## config.mk

```make
export PLATFORM = sky130hd
export DESIGN_NAME = if_fetch_unit
export DESIGN_NICKNAME = d
export VERILOG_FILES = /design/src/rtl/if_fetch_unit_pkg.sv /design/src/rtl/if_fetch_fifo.sv /design/src/rtl/if_fetch_unit.sv
export SDC_FILE = /design/constraint.sdc
export NUM_CORES = 1
export LEC_CHECK = 0
export ABC_CLOCK_PERIOD_IN_PS = 13200
export CORE_MARGIN = 2
export CORE_UTILIZATION = 40
export CTS_CLUSTER_DIAMETER = 30
export DETAILED_ROUTE_END_ITERATION = 6
export GPL_ROUTABILITY_DRIVEN = 0
export SETUP_SLACK_MARGIN = 0.15
export SKIP_LAST_GASP = 1
export SYNTH_ARGS = -nofsm -noshare
export SYNTH_HDL_FRONTEND = slang
export SYNTH_HIERARCHICAL = 1
export SYNTH_SLANG_ARGS = --single-unit
```

## constraint.sdc

```tcl
create_clock -name clk -period 13.2 [get_ports clk]
set_clock_uncertainty 0.15 [all_clocks]
set_input_delay 2.64 -clock clk [delete_from_list [all_inputs] [get_ports clk]]
set_output_delay 2.64 -clock clk [all_outputs]
set_load 0.03 [all_outputs]
```

## src/rtl/if_fetch_unit_pkg.sv

```systemverilog
// Shared constants and helpers for the instruction-fetch stage.
// Widths, NOP encoding and FSM state codes used by if_fetch_unit and if_fetch_fifo.
package if_fetch_unit_pkg;

   localparam int unsigned IF_PC_WIDTH   = 32;
   localparam int unsigned IF_INST_WIDTH = 32;
   localparam logic [31:0] INST_NOP      = 32'h0000_0013;
   localparam logic [31:0] IF_RESET_PC   = 32'h0000_0000;
   localparam int unsigned IF_FIFO_DEPTH = 2;

   localparam logic [0:0] ST_RUN   = 1'b0;
   localparam logic [0:0] ST_DRAIN = 1'b1;

   // Sequential fetch step; wraps silently at the top of the address space.
   function automatic logic [IF_PC_WIDTH-1:0] next_fetch_pc(input logic [IF_PC_WIDTH-1:0] cur);
      return cur + IF_PC_WIDTH'(4);
   endfunction

endpackage

```

## src/rtl/if_fetch_fifo.sv

```systemverilog
// Synchronous FIFO with synchronous clear and same-cycle push/pop (also when full).
// Head entry is visible combinationally; count reports occupancy.
module if_fetch_fifo
   import if_fetch_unit_pkg::*;
#(
   parameter int unsigned WIDTH = 32,
   parameter int unsigned DEPTH = 2,
   localparam int unsigned AW   = (DEPTH > 1) ? $clog2(DEPTH) : 1,
   localparam int unsigned CW   = $clog2(DEPTH) + 1
) (
   input  logic             clk,
   input  logic             reset,
   input  logic             clear,
   input  logic             push,
   input  logic [WIDTH-1:0] push_data,
   input  logic             pop,
   output logic [WIDTH-1:0] head_data,
   output logic             empty,
   output logic             full,
   output logic [CW-1:0]    count
);

   logic [WIDTH-1:0] mem_q [DEPTH];
   logic [AW-1:0]    rd_ptr_q;
   logic [AW-1:0]    wr_ptr_q;
   logic [CW-1:0]    count_q;
   logic             do_push;
   logic             do_pop;

   always_comb begin
      empty     = (count_q == '0);
      full      = (count_q == CW'(DEPTH));
      count     = count_q;
      head_data = mem_q[rd_ptr_q];
      do_pop    = pop && !empty;
      do_push   = push && (!full || do_pop);
   end

   always_ff @(posedge clk) begin
      if (reset || clear) begin
         rd_ptr_q <= '0;
         wr_ptr_q <= '0;
         count_q  <= '0;
      end else begin
         if (do_pop) begin
            rd_ptr_q <= rd_ptr_q + AW'(1);
         end
         if (do_push) begin
            wr_ptr_q <= wr_ptr_q + AW'(1);
         end
         count_q <= count_q + CW'(do_push) - CW'(do_pop);
      end
   end

   // Storage needs no reset; validity is tracked entirely by count_q.
   always_ff @(posedge clk) begin
      if (do_push && !clear && !reset) begin
         mem_q[wr_ptr_q] <= push_data;
      end
   end

endmodule

```

## src/rtl/if_fetch_unit.sv

```systemverilog
// Instruction-fetch stage: in-order imem requests, prefetch FIFO, redirect with stale drain.
// Optional macro IF_PERF_CNT_EN adds perf_inst_cnt / perf_flush_cnt output counters.
module if_fetch_unit
   import if_fetch_unit_pkg::*;
#(
   parameter int unsigned PC_WIDTH        = IF_PC_WIDTH,
   parameter int unsigned INST_WIDTH      = IF_INST_WIDTH,
   parameter logic [PC_WIDTH-1:0] RESET_PC = PC_WIDTH'(IF_RESET_PC),
   parameter int unsigned FIFO_DEPTH      = IF_FIFO_DEPTH
) (
   input  logic                  clk,
   input  logic                  reset,
   input  logic                  stall,
   input  logic                  redirect_valid,
   input  logic [PC_WIDTH-1:0]   redirect_pc,
   output logic                  imem_req_valid,
   input  logic                  imem_req_ready,
   output logic [PC_WIDTH-1:0]   imem_req_addr,
   input  logic                  imem_rsp_valid,
   input  logic [INST_WIDTH-1:0] imem_rsp_data,
   output logic [PC_WIDTH-1:0]   pc,
   output logic [INST_WIDTH-1:0] inst,
   output logic                  fetch_valid,
`ifdef IF_PERF_CNT_EN
   output logic [31:0]           perf_inst_cnt,
   output logic [31:0]           perf_flush_cnt,
`endif
   output logic                  IF_flush
);

   localparam int unsigned CW = $clog2(FIFO_DEPTH) + 1;
   localparam int unsigned DW = PC_WIDTH + INST_WIDTH;
   localparam logic [CW:0] DEPTH_LIM = (CW + 1)'(FIFO_DEPTH);

   logic [PC_WIDTH-1:0] fetch_pc_q, fetch_pc_d;
   logic [CW-1:0]       inflight_q, inflight_d;
   logic [CW-1:0]       stale_cnt_q, stale_cnt_d;
   logic [0:0]          state_q, state_d;

   logic                req_fire;
   logic                rsp_stale;
   logic                rsp_live;
   logic                do_pop;
   logic [CW:0]         used;

   logic [DW-1:0]       data_head;
   logic                data_empty;
   logic                data_full;
   logic [CW-1:0]       data_count;
   logic [PC_WIDTH-1:0] tag_head;
   logic                tag_empty;
   logic                tag_full;
   logic [CW-1:0]       tag_count;
   logic                unused_fifo_flags;

   assign unused_fifo_flags = ^{data_full, tag_full, tag_count, tag_empty};

   // Data FIFO holds {pc_tag, inst}; redirect clears both FIFOs.
   if_fetch_fifo #(
      .WIDTH (DW),
      .DEPTH (FIFO_DEPTH)
   ) u_data_fifo (
      .clk       (clk),
      .reset     (reset),
      .clear     (redirect_valid),
      .push      (rsp_live),
      .push_data ({tag_head, imem_rsp_data}),
      .pop       (do_pop),
      .head_data (data_head),
      .empty     (data_empty),
      .full      (data_full),
      .count     (data_count)
   );

   if_fetch_fifo #(
      .WIDTH (PC_WIDTH),
      .DEPTH (FIFO_DEPTH)
   ) u_tag_fifo (
      .clk       (clk),
      .reset     (reset),
      .clear     (redirect_valid),
      .push      (req_fire),
      .push_data (fetch_pc_q),
      .pop       (rsp_live),
      .head_data (tag_head),
      .empty     (tag_empty),
      .full      (tag_full),
      .count     (tag_count)
   );

   always_comb begin
      used           = {1'b0, data_count} + {1'b0, inflight_q};
      imem_req_valid = !reset && !redirect_valid && (used < DEPTH_LIM);
      imem_req_addr  = fetch_pc_q;
      req_fire       = imem_req_valid && imem_req_ready;

      rsp_stale = imem_rsp_valid && (state_q == ST_DRAIN);
      rsp_live  = imem_rsp_valid && (state_q == ST_RUN) && !reset;
      do_pop    = !data_empty && !stall && !redirect_valid && !reset;

      fetch_pc_d = req_fire ? next_fetch_pc(fetch_pc_q) : fetch_pc_q;
      inflight_d = inflight_q + CW'(req_fire) - CW'(imem_rsp_valid);
      stale_cnt_d = rsp_stale ? stale_cnt_q - CW'(1) : stale_cnt_q;
      if (redirect_valid) begin
         // Every request still outstanding after this cycle belongs to the old path.
         fetch_pc_d  = redirect_pc;
         stale_cnt_d = inflight_d;
      end
      state_d = (stale_cnt_d != '0) ? ST_DRAIN : ST_RUN;
   end

   always_ff @(posedge clk) begin
      if (reset) begin
         fetch_pc_q  <= RESET_PC;
         inflight_q  <= '0;
         stale_cnt_q <= '0;
         state_q     <= ST_RUN;
      end else begin
         fetch_pc_q  <= fetch_pc_d;
         inflight_q  <= inflight_d;
         stale_cnt_q <= stale_cnt_d;
         state_q     <= state_d;
      end
   end

   always_comb begin
      if (reset || data_empty) begin
         pc   = '0;
         inst = INST_WIDTH'(INST_NOP);
      end else begin
         pc   = data_head[DW-1:INST_WIDTH];
         inst = data_head[INST_WIDTH-1:0];
      end
      fetch_valid = !reset && !data_empty && !redirect_valid;
      IF_flush    = !reset && redirect_valid;
   end

`ifdef IF_PERF_CNT_EN
   logic [31:0] perf_inst_q;
   logic [31:0] perf_flush_q;

   always_ff @(posedge clk) begin
      if (reset) begin
         perf_inst_q  <= '0;
         perf_flush_q <= '0;
      end else begin
         perf_inst_q  <= perf_inst_q + 32'(do_pop);
         perf_flush_q <= perf_flush_q + 32'(redirect_valid);
      end
   end

   assign perf_inst_cnt  = perf_inst_q;
   assign perf_flush_cnt = perf_flush_q;
`endif

endmodule

```

==> flow_summary.toml, run 1 <==
[final_layout]
drive_above_1_share_pct = 21.9
syn_to_final_growth_pct = 37.7
fin_nets = 982
fill_cells = 2057
insertedDiodeCount = 0
fin_cells = 1277

[floorplan]
die-height_um = 163
core_area_um2 = 25000
die_area_um2 = 26500
die_w_um = 163
start_util_pct = 40.4
ios = 169
fp-row-count = 58

[synthesis]
avgSynthCellArea_um2 = 14.2
synth_warnings = 6
synth_area_um2 = 10100
syn_nets = 788
synth_cells = 712

[critical_path]
r2r-start = "u_data_fifo/count[0]$_SDFF_PP0_"
r2r-end = "u_tag_fifo/mem_q[1][21]$_DFFE_PP_"
worstSetupPathType = "in2out"
cp-start-kind = "input port"
r2r_slack_ps = 9970
end_kind = "primary output"
worstPathRequired_ps = 10410
worst-path-max-fanout = 61
worstPathArrival_ps = 5000
worstRegToRegCells = 8

[clock_network]
cts-root-buf = "clkbuf_16"
cts_tree = "built"
numCtsBuffers = 49
postCtsResizedCells = 0
clock_latency_ps = 550
cts_setup_buffers = 0
path_clk_slew_ps = 50
cts_sinks = 239
cts_hold_buf = 0
htreeDepth = 2
clockBufferDepth = 3

[drt]
drc = 0
viasPerCell = 5.10
ant_nets = 0
wl_met1_um = 10600
top_layer_used = "met4"
dr.first_iter.drc_count = 530
wl_met3_um = 1680
vias = 6512
routedWlPerCell_um = 17.8
dr.pass1.iters = 5
wl_um = 22800
routed-wl-met2_um = 10100

[sta]
hold_slack_ps = 322
fin_crit_ps = 7790
fin_crit_sh_pct = 59.0
maxSlewViolCount = 0
setup-violations-final = 0
final.setup.tns_ps = 0
final.setup.worst_slack_ps = 5410
rsz0062_at_grt = "no"
hold_violations = 0
slew_headroom_pct = 27.6
worstMarginPinSlew_ps = 1080
fmax_mhz = 128

[global_routing]
grt_util_all_layers_pct = 17.3
grt_max_degree = 65
grt_pass1_vias = 6374
antenna_found_initial = 0
grt_pass1_wl_um = 35600
grt_overflow = 0

[min_path]
holdCritPathClass = "reg2reg"
hold_end = "u_tag_fifo/wr_ptr_q$_SDFFE_PP0P_"
worst_hold_startpoint = "u_tag_fifo/wr_ptr_q$_SDFFE_PP0P_"
holdPathStages = 2

[placement]
pre_cts_ws_ps = 5330
place_inst = 1185
dp_hpwl_um = 13700
io_buffers = 168

[status]
status = "finished clean"

[pwr]
ir_drop_v = 0.0000942
p_per_area_nw_per_um2 = 160
p_leak_uw = 0.00471
total_power_uw = 2220

[flow_run]
cap_violations = 0
## critical path: stages
cell and delay [ps]:
buf_2 400, nor2_4 950, and2_1 290, clkdlybuf4s50_1 680
## layout make-up
type	instances	area, µm²	area share (%)
timing repair buffer	177	1740	12.6
clock buffer	53	1270	9.16
inverter	11	41.3	0.298
sequential	239	6710	48.4
clock inverter	39	467	3.36
tap	330	413	2.98
multi-input combinational	428	3230	23.3
## how the worst max path moves through the flow
stage | slack, ps | depth (start not counted) | endpoint | start
2_1_floorplan | 1760 | 5 | u_data_fifo/mem_q[1][0]$_DFFE_PP_ | reset
3_3_place_gp | 5420 | 4 | pc[29] | reset
3_5_place_dp | 5330 | 4 | pc[19] | reset
4_1_cts | 5320 | 4 | pc[24] | reset
5_1_grt | 5110 | 4 | pc[21] | reset
6_report | 5410 | 4 | pc[21] | reset
## placed cells by master, fill, tap and decap left out, types with 14 or more instances in the layout
master and n:
edfxtp_1 192, clkdlybuf4s50_1 167, mux2_2 95, and2_1 68, clkbuf_16 49, dfxtp_1 46, nor2_1 36, nand2_1 33
nand4_1 16, nor3_1 14, xnor2_1 14
## registers in the layout (all words and copies together) (netlist names), named ones only
register	count
u_data_fifo/mem_q	128
u_tag_fifo/mem_q	64
imem_req_addr	32
inflight_q	2
stale_cnt_q	2
u_data_fifo/count	2
u_tag_fifo/count	2
state_q	1
u_data_fifo/rd_ptr_q	1
u_data_fifo/wr_ptr_q	1
u_tag_fifo/rd_ptr_q	1
u_tag_fifo/wr_ptr_q	1
## per-stage QoR
step / util, % / cell area [µm²]
after floorplan: - / 10100
final: 55.6 / 13900
after detailed placement: 48.6 / 12100
after global routing: 55.6 / 13900
after global placement: 48.6 / 12100
after CTS: 55.6 / 13900
## where the power goes
| group | internal, µW | switching [µW] | total (µW) |
|---|---|---|---|
| sequential | 831 | 22.0 | 853 |
| combinational | 54.4 | 60.0 | 114 |
| clock | 829 | 425 | 1250 |
| total | 1710 | 507 | 2220 |
## layer usage
metal	track usage, %	vias to the layer above
met5	0	-
met4	5.35	0
met3	4.48	27
met2	25.6	251
met1	25.1	3123
li1	-	3111
(Power assumes the default switching activity.)
==> run 2, diff against run 1 <==
- ABC_CLOCK_PERIOD_IN_PS: 13200 -> 7450
- clock period: 13.2 -> 7.45 ns (I/O delays scaled with it)
==> flow_summary.toml, run 2 (synthesis gave the netlist of run 1 again) <==
[status]
status = "finished clean"

[clock_network]
cts_sinks = 239
htreeDepth = 2
clockBufferDepth = 3
cts_tree = "built"
numCtsBuffers = 45
cts-root-buf = "clkbuf_16"
postCtsResizedCells = 0
clock_latency_ps = 520
cts_hold_buf = 0
path_clk_slew_ps = 50
cts_setup_buffers = 0

[drt]
vias = 6528
dr.pass1.iters = 5
drc = 0
ant_nets = 0
dr.first_iter.drc_count = 410
routedWlPerCell_um = 17.9
wl_um = 22700
viasPerCell = 5.15

[global_routing]
grt_util_all_layers_pct = 17.2
grt_pass1_vias = 6392
grt_overflow = 0
antenna_found_initial = 0
grt_max_degree = 65
grt_pass1_wl_um = 35600

[floorplan]
core_area_um2 = 25000
start_util_pct = 40.4
die_w_um = 163
die-height_um = 163
fp-row-count = 58
ios = 169
die_area_um2 = 26500

[sta]
final.setup.tns_ps = 0
rsz0062_at_grt = "no"
slew_headroom_pct = 30.5
setup-violations-final = 0
final.setup.worst_slack_ps = 2460
fin_crit_sh_pct = 66.9
worstMarginPinSlew_ps = 1040
fin_crit_ps = 4990
hold_violations = 0
fmax_mhz = 200
maxSlewViolCount = 0

[placement]
pre_cts_ws_ps = 2370
dp_hpwl_um = 13900
io_buffers = 168

[final_layout]
drive_above_1_share_pct = 20.3
fill_cells = 2107
largest_register = "u_data_fifo/mem_q"
final_cell_mix = "edfxtp_1, clkdlybuf4s50_1, mux2_2"
insertedDiodeCount = 0
final_util_pct = 54.6
layout_commonest_cell = "edfxtp_1"
syn_to_final_growth_pct = 35.2
largest_reg_flops = 128
fin_nets = 979

[pwr]
ir_drop_v = 0.000156
p_per_area_nw_per_um2 = 267
p_leak_uw = 0.00459
total_power_uw = 3630

[critical_path]
worstSetupPathType = "in2out"
worstPathArrival_ps = 3350
end_kind = "primary output"
cp-start-kind = "input port"
worst-path-max-fanout = 61
worstPathRequired_ps = 5810

[flow_run]
cap_violations = 0

[min_path]
holdCritPathClass = "reg2reg"
==> run 2: through the flow <==
step                      cells  area, µm²  hold WS (ps)
after floorplan             712      10100           292
after global placement     1186      12200           310
after detailed placement   1186      12200           313
after CTS                  1268      13600           325
after global routing       1268      13600           346
final                      1268      13600           325
==> run 2: final timing paths <==
path / from / end / slack [ps] / depth (start not counted)
worst max-delay path: reset / pc[18] / 2460 / 4
worst min-delay path: u_tag_fifo/wr_ptr_q$_SDFFE_PP0P_ / u_tag_fifo/wr_ptr_q$_SDFFE_PP0P_ / 320 / 2
worst max register to register: u_data_fifo/count[0]$_SDFF_PP0_ / u_tag_fifo/mem_q[1][16]$_DFFE_PP_ / 4200 / 8
worst min register to register: u_tag_fifo/wr_ptr_q$_SDFFE_PP0P_ / u_tag_fifo/wr_ptr_q$_SDFFE_PP0P_ / 320 / 2
==> run 2: power by group <==
| group | leakage [µW] | switching, µW | internal [µW] |
|---|---|---|---|
| Clock | 0.000694 | 664 | 1260 |
| Sequential | 0.00213 | 39.2 | 1470 |
| Combinational | 0.00176 | 107 | 97.1 |
==> run 2: critical path, stage by stage <==
cell,delay [ps]
buf_2,120
nor2_4,760
and2_1,260
clkdlybuf4s50_1,670
==> run 2: layer usage <==
| metal | vias up | part of all wire, % | global-route usage (%) |
|---|---|---|---|
| met5 | - | 0 | 0 |
| met4 | 0 | 2.5 | 6.03 |
| met3 | 54 | 6.7 | 4.02 |
| met2 | 240 | 44 | 26.1 |
| met1 | 3132 | 47 | 24.3 |
| li1 | 3102 | - | - |
==> run 2: area by class of cell <==
| cell class | instances | area, µm² | area share, % |
|---|---|---|---|
| Inverter | 11 | 41.3 | 0.303 |
| Timing Repair Buffer | 178 | 1760 | 12.9 |
| Clock buffer | 52 | 1150 | 8.46 |
| Sequential cell | 239 | 6710 | 49.3 |
| Tap cell | 330 | 413 | 3.03 |
| Clock inverter | 30 | 308 | 2.26 |
| Multi-Input combinational cell | 428 | 3230 | 23.7 |
